==> src/rtl/stage_fetch.sv <==
// RV32I fetch stage: credit-limited imem requests, epoch-tagged responses,
// response FIFO and IF-ID register. Optional trap: `define MISALIGN_TRAP_EN.

package stage_fetch_pkg;
   typedef struct packed {
      logic [31:0] pc;
      logic [31:0] pc_plus_four;
      logic        instr_valid;
   } if_id_reg_t;
endpackage

module stage_fetch
   import stage_fetch_pkg::*;
#(
   parameter logic [31:0] RESET_PC   = 32'h0000_0000,
   parameter int          FIFO_DEPTH = 2,
   parameter logic [31:0] NOP_INSTR  = 32'h0000_0013
) (
   input  logic        clk,
   input  logic        rst_i,
   input  logic        stall_i,
   input  logic        instr_jal_i,
   input  logic        instr_jalr_i,
   input  logic        branch_taken_i,
   input  logic [31:0] jal_addr_i,
   input  logic [31:0] jalr_addr_i,
   input  logic [31:0] branch_addr_i,
   output logic        imem_req_o,
   output logic [31:0] imem_addr_o,
   input  logic        imem_gnt_i,
   input  logic        imem_rvalid_i,
   input  logic [31:0] imem_rdata_i,
   output logic [31:0] instr_o,
`ifdef MISALIGN_TRAP_EN
   output logic        misalign_o,
`endif
   output if_id_reg_t  if_id_o
);

   localparam int AW = (FIFO_DEPTH > 1) ? $clog2(FIFO_DEPTH) : 1;
   localparam int CW = AW + 1;
   localparam logic [CW-1:0] FULL = CW'(FIFO_DEPTH);

   logic [31:0]   r_fetch_pc;
   logic          r_epoch;
   logic [CW-1:0] r_outst;
   logic          r_tag_q [FIFO_DEPTH];
   logic [31:0]   r_tpc_q [FIFO_DEPTH];
   logic [AW-1:0] r_t_wp;
   logic [AW-1:0] r_t_rp;
   logic [31:0]   r_f_pc  [FIFO_DEPTH];
   logic [31:0]   r_f_ins [FIFO_DEPTH];
   logic [AW-1:0] r_f_wp;
   logic [AW-1:0] r_f_rp;
   logic [CW-1:0] r_f_cnt;
   logic [31:0]   r_instr;
   if_id_reg_t    r_if_id;

   logic          w_redirect;
   logic [31:0]   w_target;
   logic          w_halt;
   logic [CW:0]   w_used;
   logic          w_issue;
   logic          w_rsp;
   logic          w_rsp_ok;
   logic          w_deq;
   logic          w_pop;
   logic          w_byp;
   logic          w_push;

   always_comb begin
      w_target = branch_addr_i;
      if (instr_jalr_i)
         w_target = jalr_addr_i;
      else if (instr_jal_i)
         w_target = jal_addr_i;
   end

   assign w_redirect  = (instr_jalr_i | instr_jal_i | branch_taken_i)
                      & ~stall_i;
   assign w_used      = {1'b0, r_outst} + {1'b0, r_f_cnt};
   assign imem_req_o  = ~rst_i & ~w_halt & (w_used < {1'b0, FULL});
   assign imem_addr_o = r_fetch_pc;
   assign w_issue     = imem_req_o & imem_gnt_i;

   // Responses with nothing outstanding are stale (pre-reset) and ignored
   assign w_rsp    = imem_rvalid_i & (r_outst != '0);
   assign w_rsp_ok = w_rsp & (r_tag_q[r_t_rp] == r_epoch)
                   & ~w_redirect & ~w_halt;
   assign w_deq    = ~stall_i & ~w_redirect & ~w_halt;
   assign w_pop    = w_deq & (r_f_cnt != '0);
   assign w_byp    = w_deq & (r_f_cnt == '0) & w_rsp_ok;
   assign w_push   = w_rsp_ok & ~w_byp;

`ifdef MISALIGN_TRAP_EN
   logic r_mis;
   always_ff @(posedge clk or posedge rst_i) begin
      if (rst_i)
         r_mis <= 1'b0;
      else if (w_redirect && (w_target[1:0] != 2'b00))
         r_mis <= 1'b1;
   end
   assign w_halt     = r_mis;
   assign misalign_o = r_mis;
`else
   assign w_halt = 1'b0;
`endif

   always_ff @(posedge clk) begin
      if (w_issue) begin
         r_tag_q[r_t_wp] <= r_epoch;
         r_tpc_q[r_t_wp] <= r_fetch_pc;
      end
      if (w_push) begin
         r_f_pc[r_f_wp]  <= r_tpc_q[r_t_rp];
         r_f_ins[r_f_wp] <= imem_rdata_i;
      end
   end

   always_ff @(posedge clk or posedge rst_i) begin
      if (rst_i) begin
         r_fetch_pc <= RESET_PC;
         r_epoch    <= 1'b0;
         r_outst    <= '0;
         r_t_wp     <= '0;
         r_t_rp     <= '0;
         r_f_wp     <= '0;
         r_f_rp     <= '0;
         r_f_cnt    <= '0;
         r_instr    <= NOP_INSTR;
         r_if_id    <= '0;
      end else begin
         // A grant on the redirect cycle keeps the old tag and is dropped later
         if (w_redirect) begin
            r_fetch_pc <= w_target & 32'hFFFF_FFFC;
            r_epoch    <= ~r_epoch;
         end else if (w_issue) begin
            r_fetch_pc <= r_fetch_pc + 32'd4;
         end
         if (w_issue)
            r_t_wp <= r_t_wp + AW'(1);
         if (w_rsp)
            r_t_rp <= r_t_rp + AW'(1);
         unique case ({w_issue, w_rsp})
            2'b10:   r_outst <= r_outst + CW'(1);
            2'b01:   r_outst <= r_outst - CW'(1);
            default: ;
         endcase
         if (w_redirect) begin
            r_f_wp  <= '0;
            r_f_rp  <= '0;
            r_f_cnt <= '0;
         end else begin
            if (w_push)
               r_f_wp <= r_f_wp + AW'(1);
            if (w_pop)
               r_f_rp <= r_f_rp + AW'(1);
            unique case ({w_push, w_pop})
               2'b10:   r_f_cnt <= r_f_cnt + CW'(1);
               2'b01:   r_f_cnt <= r_f_cnt - CW'(1);
               default: ;
            endcase
         end
         if (!stall_i) begin
            if (w_pop) begin
               r_instr              <= r_f_ins[r_f_rp];
               r_if_id.pc           <= r_f_pc[r_f_rp];
               r_if_id.pc_plus_four <= r_f_pc[r_f_rp] + 32'd4;
               r_if_id.instr_valid  <= 1'b1;
            end else if (w_byp) begin
               r_instr              <= imem_rdata_i;
               r_if_id.pc           <= r_tpc_q[r_t_rp];
               r_if_id.pc_plus_four <= r_tpc_q[r_t_rp] + 32'd4;
               r_if_id.instr_valid  <= 1'b1;
            end else begin
               r_instr             <= NOP_INSTR;
               r_if_id.instr_valid <= 1'b0;
            end
         end
      end
   end

   assign instr_o = r_instr;
   assign if_id_o = r_if_id;

   a_fifo_no_ovf: assert property (@(posedge clk) disable iff (rst_i)
      !(w_push && !w_pop && (r_f_cnt == FULL)));

endmodule
==> config.mk <==
export PLATFORM = sky130hd
export DESIGN_NAME = stage_fetch
export DESIGN_NICKNAME = d
export VERILOG_FILES = /design/src/rtl/stage_fetch.sv
export SDC_FILE = /design/constraint.sdc
export NUM_CORES = 1
export LEC_CHECK = 0
export BUFFER_PORTS_ARGS = -buffer_cell sky130_fd_sc_hd__buf_4
export CAP_MARGIN = 20
export CORE_AREA = 2 2 224 226
export CTS_CLUSTER_SIZE = 25
export DETAILED_ROUTE_END_ITERATION = 8
export DIE_AREA = 0 0 226 228
export PLACE_DENSITY_LB_ADDON = 0.15
export SLEW_MARGIN = 20
export SYNTH_ARGS = -nofsm -noshare
export SYNTH_HDL_FRONTEND = slang
export SYNTH_SLANG_ARGS = --single-unit
==> constraint.sdc <==
create_clock -name clk -period 11.4 [get_ports clk]
set_input_delay 1.71 -clock clk [delete_from_list [all_inputs] [get_ports clk]]
set_output_delay 1.71 -clock clk [all_outputs]
set_load 0.05 [all_outputs]
Word-level counts from Yosys, hierarchy flattened:

Memory sizes are Yosys's and may differ from the RTL's.
Index checks and enable logic that the tools add are counted.

* input bits: 136
* output and inout bits: 130
* memory bits (writable): 194
* word-level logic and storage cells: 82
* memories: 4
* register bits: 138

Memory list
* r_f_ins: words 2, bits a word 32, rd ports 1, clocked after memory_dff 0, write ports 1, RTL line 52 `logic [31:0] r_f_ins [FIFO_DEPTH];`
* r_f_pc: words 2, bits a word 32, rd ports 1, clocked after memory_dff 0, write ports 1, RTL line 51 `logic [31:0] r_f_pc [FIFO_DEPTH];`
* r_tpc_q: words 2, bits a word 32, rd ports 1, clocked after memory_dff 0, write ports 1, RTL line 48 `logic [31:0] r_tpc_q [FIFO_DEPTH];`
* r_tag_q: words 2, bits a word 1, rd ports 1, clocked after memory_dff 0, write ports 1, RTL line 47 `logic r_tag_q [FIFO_DEPTH];`

* order comparisons: 1
* bitwise logic cells: 18
* reductions and logical operators: 10
* add/subtract/negate cells: 12
* mux-type cells: 20
* eq/ne operators: 5

Operators by type and width (number)
* $mux 32: 6
* $add 32x3->32 const B: 3
* $mux 65: 1
* $mux 64: 1
* $reduce_bool 2->1: 7
* $and 1x1->1: 11
* $mux 1: 9
* $pmux 2 s2: 2
* $not 1->1: 5
* $add 1x1->1 const B: 4
* $add 2x1->2 const B: 2
* $eq 2x1->1 const B: 2
* $eq 2x2->1 const B: 2
* $sub 2x1->2 const B: 2
* $add 2x2->3: 1
* $lt 3x2->1 const B: 1
* $reduce_bool 3->1: 1
* $logic_not 2->1: 1
* $mux 2: 1
* $or 1x1->1: 2
* $reduce_and 2->1: 1
* $eq 1x1->1: 1

Depth between registers and ports, before layout:

* word-level depth: 12
* mapped depth: 15
* depth with buffers taken out: 11

Least setup slack after synthesis:

Ideal clock, no wire load.

* path kind: input -> register
* from: in instr_jalr_i
* to: mem r_f_ins[0][0], enable pin
* setup slack: 5.573 ns
* data arrival time: 5.337 ns
* cell stages on the path: 6
* data required time: 10.910 ns
* cell sequence: buf_2 nor4_1 clkbuf_1 buf_2 a21oi_1 nor2b_1

* word-level cells in the longest chain between the ends: 11
* elaborated cells on any way between the ends: 12
* those cells by class: mux: 2; bitwise: 10

Ends and longest elaborated chain
* from (decl): RTL line 23 `input logic instr_jalr_i,`
* $or 1x1->1 * (2 in series): RTL line 79 `assign w_redirect = (instr_jalr_i | instr_jal_i | branch_taken_i)`
* $and 1x1->1 *: RTL line 80 `& ~stall_i;`
* $not 1->1 *: RTL line 89, 90
* $and 1x1->1: RTL line 90 `assign w_deq = ~stall_i & ~w_redirect & ~w_halt;`
* $and 1x1->1 (2 in series): RTL line 92 `assign w_byp = w_deq & (r_f_cnt == '0) & w_rsp_ok;`
* $not 1->1: RTL line 93 `assign w_push = w_rsp_ok & ~w_byp;`
* $and 1x1->1 *: RTL line 93
* $mux 1 *: RTL line 114 `if (w_push) begin`
* $mux 1 (not written as such) *: RTL line 116 `r_f_ins[r_f_wp] <= imem_rdata_i;`
* to (decl): RTL line 52

Every way passes the cells marked *; elsewhere a longest branch is shown, timed or not.

Worst setup path in the final report:

* from: in instr_jal_i
* to: reg r_if_id (netlist bit if_id_o[31])

* word-level cells in the longest chain between the ends: 9
* elaborated cells on any way between the ends: 12
* those cells by class: mux: 1; bitwise: 9; reduce/logical: 2

Ends and longest elaborated chain
* from (decl): RTL line 22 `input logic instr_jal_i,`
* $or 1x1->1 * (2 in series): RTL line 79
* $and 1x1->1 *: RTL line 80
* $not 1->1 *: RTL line 89, 90
* $and 1x1->1: RTL line 90
* $and 1x1->1 (2 in series): RTL line 92
* $reduce_bool 2->1 (no source line)
* $reduce_and 2->1 (no source line)
* to (decl): RTL line 57 `if_id_reg_t r_if_id;`

Marked as above.
A chain may end at the register's enable or synchronous reset.

==> results.tsv <==
metric	value	unit
grt_pass1_vias	9995	
drt-total-wl	39500	um
cts_tree	built	
status	complete, no violations	
worstSetupPathType	input pin to flop	
ctsResizeCount	0	
cts.clk_slew.worst_paths	60	ps
cp-start-kind	input pin	
setup_ws	6740	ps
fp.dieW	226	um
grtUsageTotal	15.3	%
clock_latency	550	ps
antenna_found_initial	0	
hold_viol_final	0	
synth_seq_area_share	60.8	%
clock_path_buffers	3	
h-tree-depth	2	
drt_drc_violations_left	0	
min-delay-start	if_id_o[53]$_DFFE_PP0P_	
rsz0062_at_grt	no	
postLayoutCoreUtil	37.3	%
crit_required	11800	ps
cts_made_buffers	37	
drt_pass1_iterations	4	
yosysTopAreaCell	edfxtp_1	
synth_top_area_share	38.2	%
ctsRootBufferMaster	clkbuf_16	
p_total	4.09	mW
wl_per_cell	18.1	um
ff2ff_setup_slack	7720	ps
hold_class	flop to flop	
fin_setup_tns	0	ps
finalNonFillerCells	2183	
async_flop_share	41.5	%
clkSinkCount	318	
irDropWorstVdd	0.0848	mV
num_rows	82	
finish.instance_area	0.0184	sq mm
synth_ff_type	edfxtp_1	
yosys.cell_types.count	66	
die_area	0.0515	sq mm
finalCritPeriodShare	40.9	%
place_hpwl	26700	um
maxSlewViolCount	0	
finalNetCount	1624	
place_area	0.0172	sq mm
antenna_left	0	
synth_warnings	0	
synth_area	0.0146	sq mm
grt_first_pass_wirelength	60900	um
period_needed	4660	ps
leakage	7.29	nW
synth.area.top_cells	edfxtp_1 (38%), dfrtp_1 (22%), mux2i_1 (5.3%), nand2_1 (4.7%), mux2_2 (4.1%)	
pre_cts_ws	6090	ps
setup_viol	0	
grt_max_degree	80	
slew_headroom	40.0	%
synth_edf_count	186	
whs	475	ps
initial_core_util	29.6	%
finClkSkew	16.7	ps
rr_worst_depth	7	
vias	10200	
dp.cells	2117	
endpoint_kind	flop	
syn_area_per_cell	11.7	sq um
portBuffers	253	
drtIter0Drc	519	
cts_hold_buf	0	
maxCapViolCount	0	
holdPathStages	2	
rr_endpoint	r_f_pc[1][27]$_DFFE_PP_	
ys_ff_latch	318	
fp.dieH	228	um
coreArea	0.0493	sq mm
powerDensity	222	mW/mm^2
antenna_cells	0	
post_cts.repair.setup_buffers	0	
final_layout_size_suffix_gt1_share	26.8	%
crit_fanout	69	
min_to	if_id_o[53]$_DFFE_PP0P_	
synth_cells	1249	
cp.arrival	5060	ps
worst_slew_pin_slew	901	ps
rr_startpoint	r_t_rp$_DFFE_PP0P_	
gp_congestion	0.762	
area_delta_synth_final	26.0	%
max_freq	214	MHz
vias_per_cell	4.67	
ios	266	
overflow	0	
[layer usage]
metal | global-route usage (%) | share of wire [%] | wire (um)
met1 | 22.9 | 50 | 19800
met2 | 22.6 | 43 | 17000
met3 | 3.23 | 5.0 | 1980
met4 | 3.70 | 1.8 | 699
met5 | 0 | 0 | 0
[synth_stat cells (3+ instances only)]
library cell and number:
and3_1 7, dfstp_2 3, edfxtp_1 186, a211oi_1 10, buf_4 6, a31o_2 4
or3_1 5, nand2b_1 4, inv_1 47, o21ai_0 104, mux2_2 53, nand4b_1 6
o211a_1 3, dfrtp_1 129, buf_1 5, a21oi_1 53, o211ai_1 3, buf_2 17
a32o_1 3, nor4_1 3, o22ai_1 3, nor2_1 39, and2_1 7, a21o_1 5
mux2i_1 77, nand2_1 182, xor2_1 27, nand4_1 24, nor2b_1 5, o21ai_1 4
a22o_2 3, nor3_1 11, a31oi_1 13, ha_1 3, a22oi_1 6, clkbuf_1 49
a221oi_1 29, xnor2_1 27, nand3b_1 11, nand3_1 39, and4_1 4
[layout make-up]
| type | instances | area (sq um) |
|---|---|---|
| fill | 4914 | 30900 |
| timing repair buffer | 270 | 2030 |
| clock buffer | 51 | 1050 |
| inverter | 47 | 181 |
| sequential | 318 | 8900 |
| tap | 672 | 841 |
| multi-input combinational | 810 | 5280 |
| clock inverter | 15 | 155 |
[layout by cell type, fill, tap and decap left out, types with 10 or more instances in the layout]
cell type | synthesis | routed
dfrtp_1 | 129 | 127
o21ai_0 | 104 | 104
a31oi_1 | 13 | 13
mux2i_1 | 77 | 77
xor2_1 | 27 | 27
nand3b_1 | 11 | 11
a21oi_1 | 53 | 52
nand4_1 | 24 | 24
a221oi_1 | 29 | 29
a211oi_1 | 10 | 10
buf_4 | 6 | 270
mux2_2 | 53 | 53
edfxtp_1 | 186 | 186
nand3_1 | 39 | 39
nand2_1 | 182 | 182
nor3_1 | 11 | 10
inv_1 | 47 | 46
clkbuf_16 | 0 | 37
nor2_1 | 39 | 37
xnor2_1 | 27 | 27
[flip-flops by register name, indices dropped and copies added, names as in the netlist]
signal / count
r_f_rp: 1
if_id_o: 61
r_outst: 2
r_f_ins: 64
r_epoch: 1
r_t_wp: 1
r_f_cnt: 2
imem_addr_o: 30
r_tpc_q: 60
instr_o: 32
r_f_wp: 1
r_t_rp: 1
r_f_pc: 60
r_tag_q: 2
[power by group]
group | internal [mW] | total [mW] | switching [mW] | leakage [nW]
clock network | 0.711 | 1.18 | 0.471 | 0.594
registers | 1.47 | 1.61 | 0.139 | 3.36
logic | 0.408 | 1.29 | 0.884 | 3.34
total | 2.59 | 4.09 | 1.49 | 7.29
[worst max path at each step]
stage,cells after the start,slack [ps],start,end
detailed placement,8,6090,instr_jal_i,if_id_o[31]$_DFFE_PP0P_
global route,8,6430,instr_jal_i,if_id_o[31]$_DFFE_PP0P_
floorplan,6,5570,instr_jalr_i,r_f_ins[0][0]$_DFFE_PP_
global placement,8,6130,instr_jal_i,if_id_o[31]$_DFFE_PP0P_
finish,8,6740,instr_jal_i,if_id_o[31]$_DFFE_PP0P_
CTS,8,6680,instr_jal_i,if_id_o[31]$_DFFE_PP0P_
[kinds of logic after synthesis]
| family | after synthesis | share of synthesized area [%] |
|---|---|---|
| flip-flops | 318 | 60.8 |
| other | 1 | 0.0256 |
| adder cells (fa/ha/maj) | 4 | 0.394 |
| XOR/XNOR | 54 | 3.23 |
| multiplexers | 130 | 9.35 |
| AND/OR/NAND/NOR | 359 | 11.6 |
| buffers and inverters | 126 | 3.64 |
| AO/OA/AOI/OAI | 257 | 10.9 |
[worst max-delay path, cell delays in order]
cell     delay (ps)
buf_4           280
or4_4           750
nor2_4          200
buf_4           730
a22oi_1         420
nor3_1          600
a31o_2          250
a31oi_1          70
No activity file was read; power rests on OpenSTA's default activity.
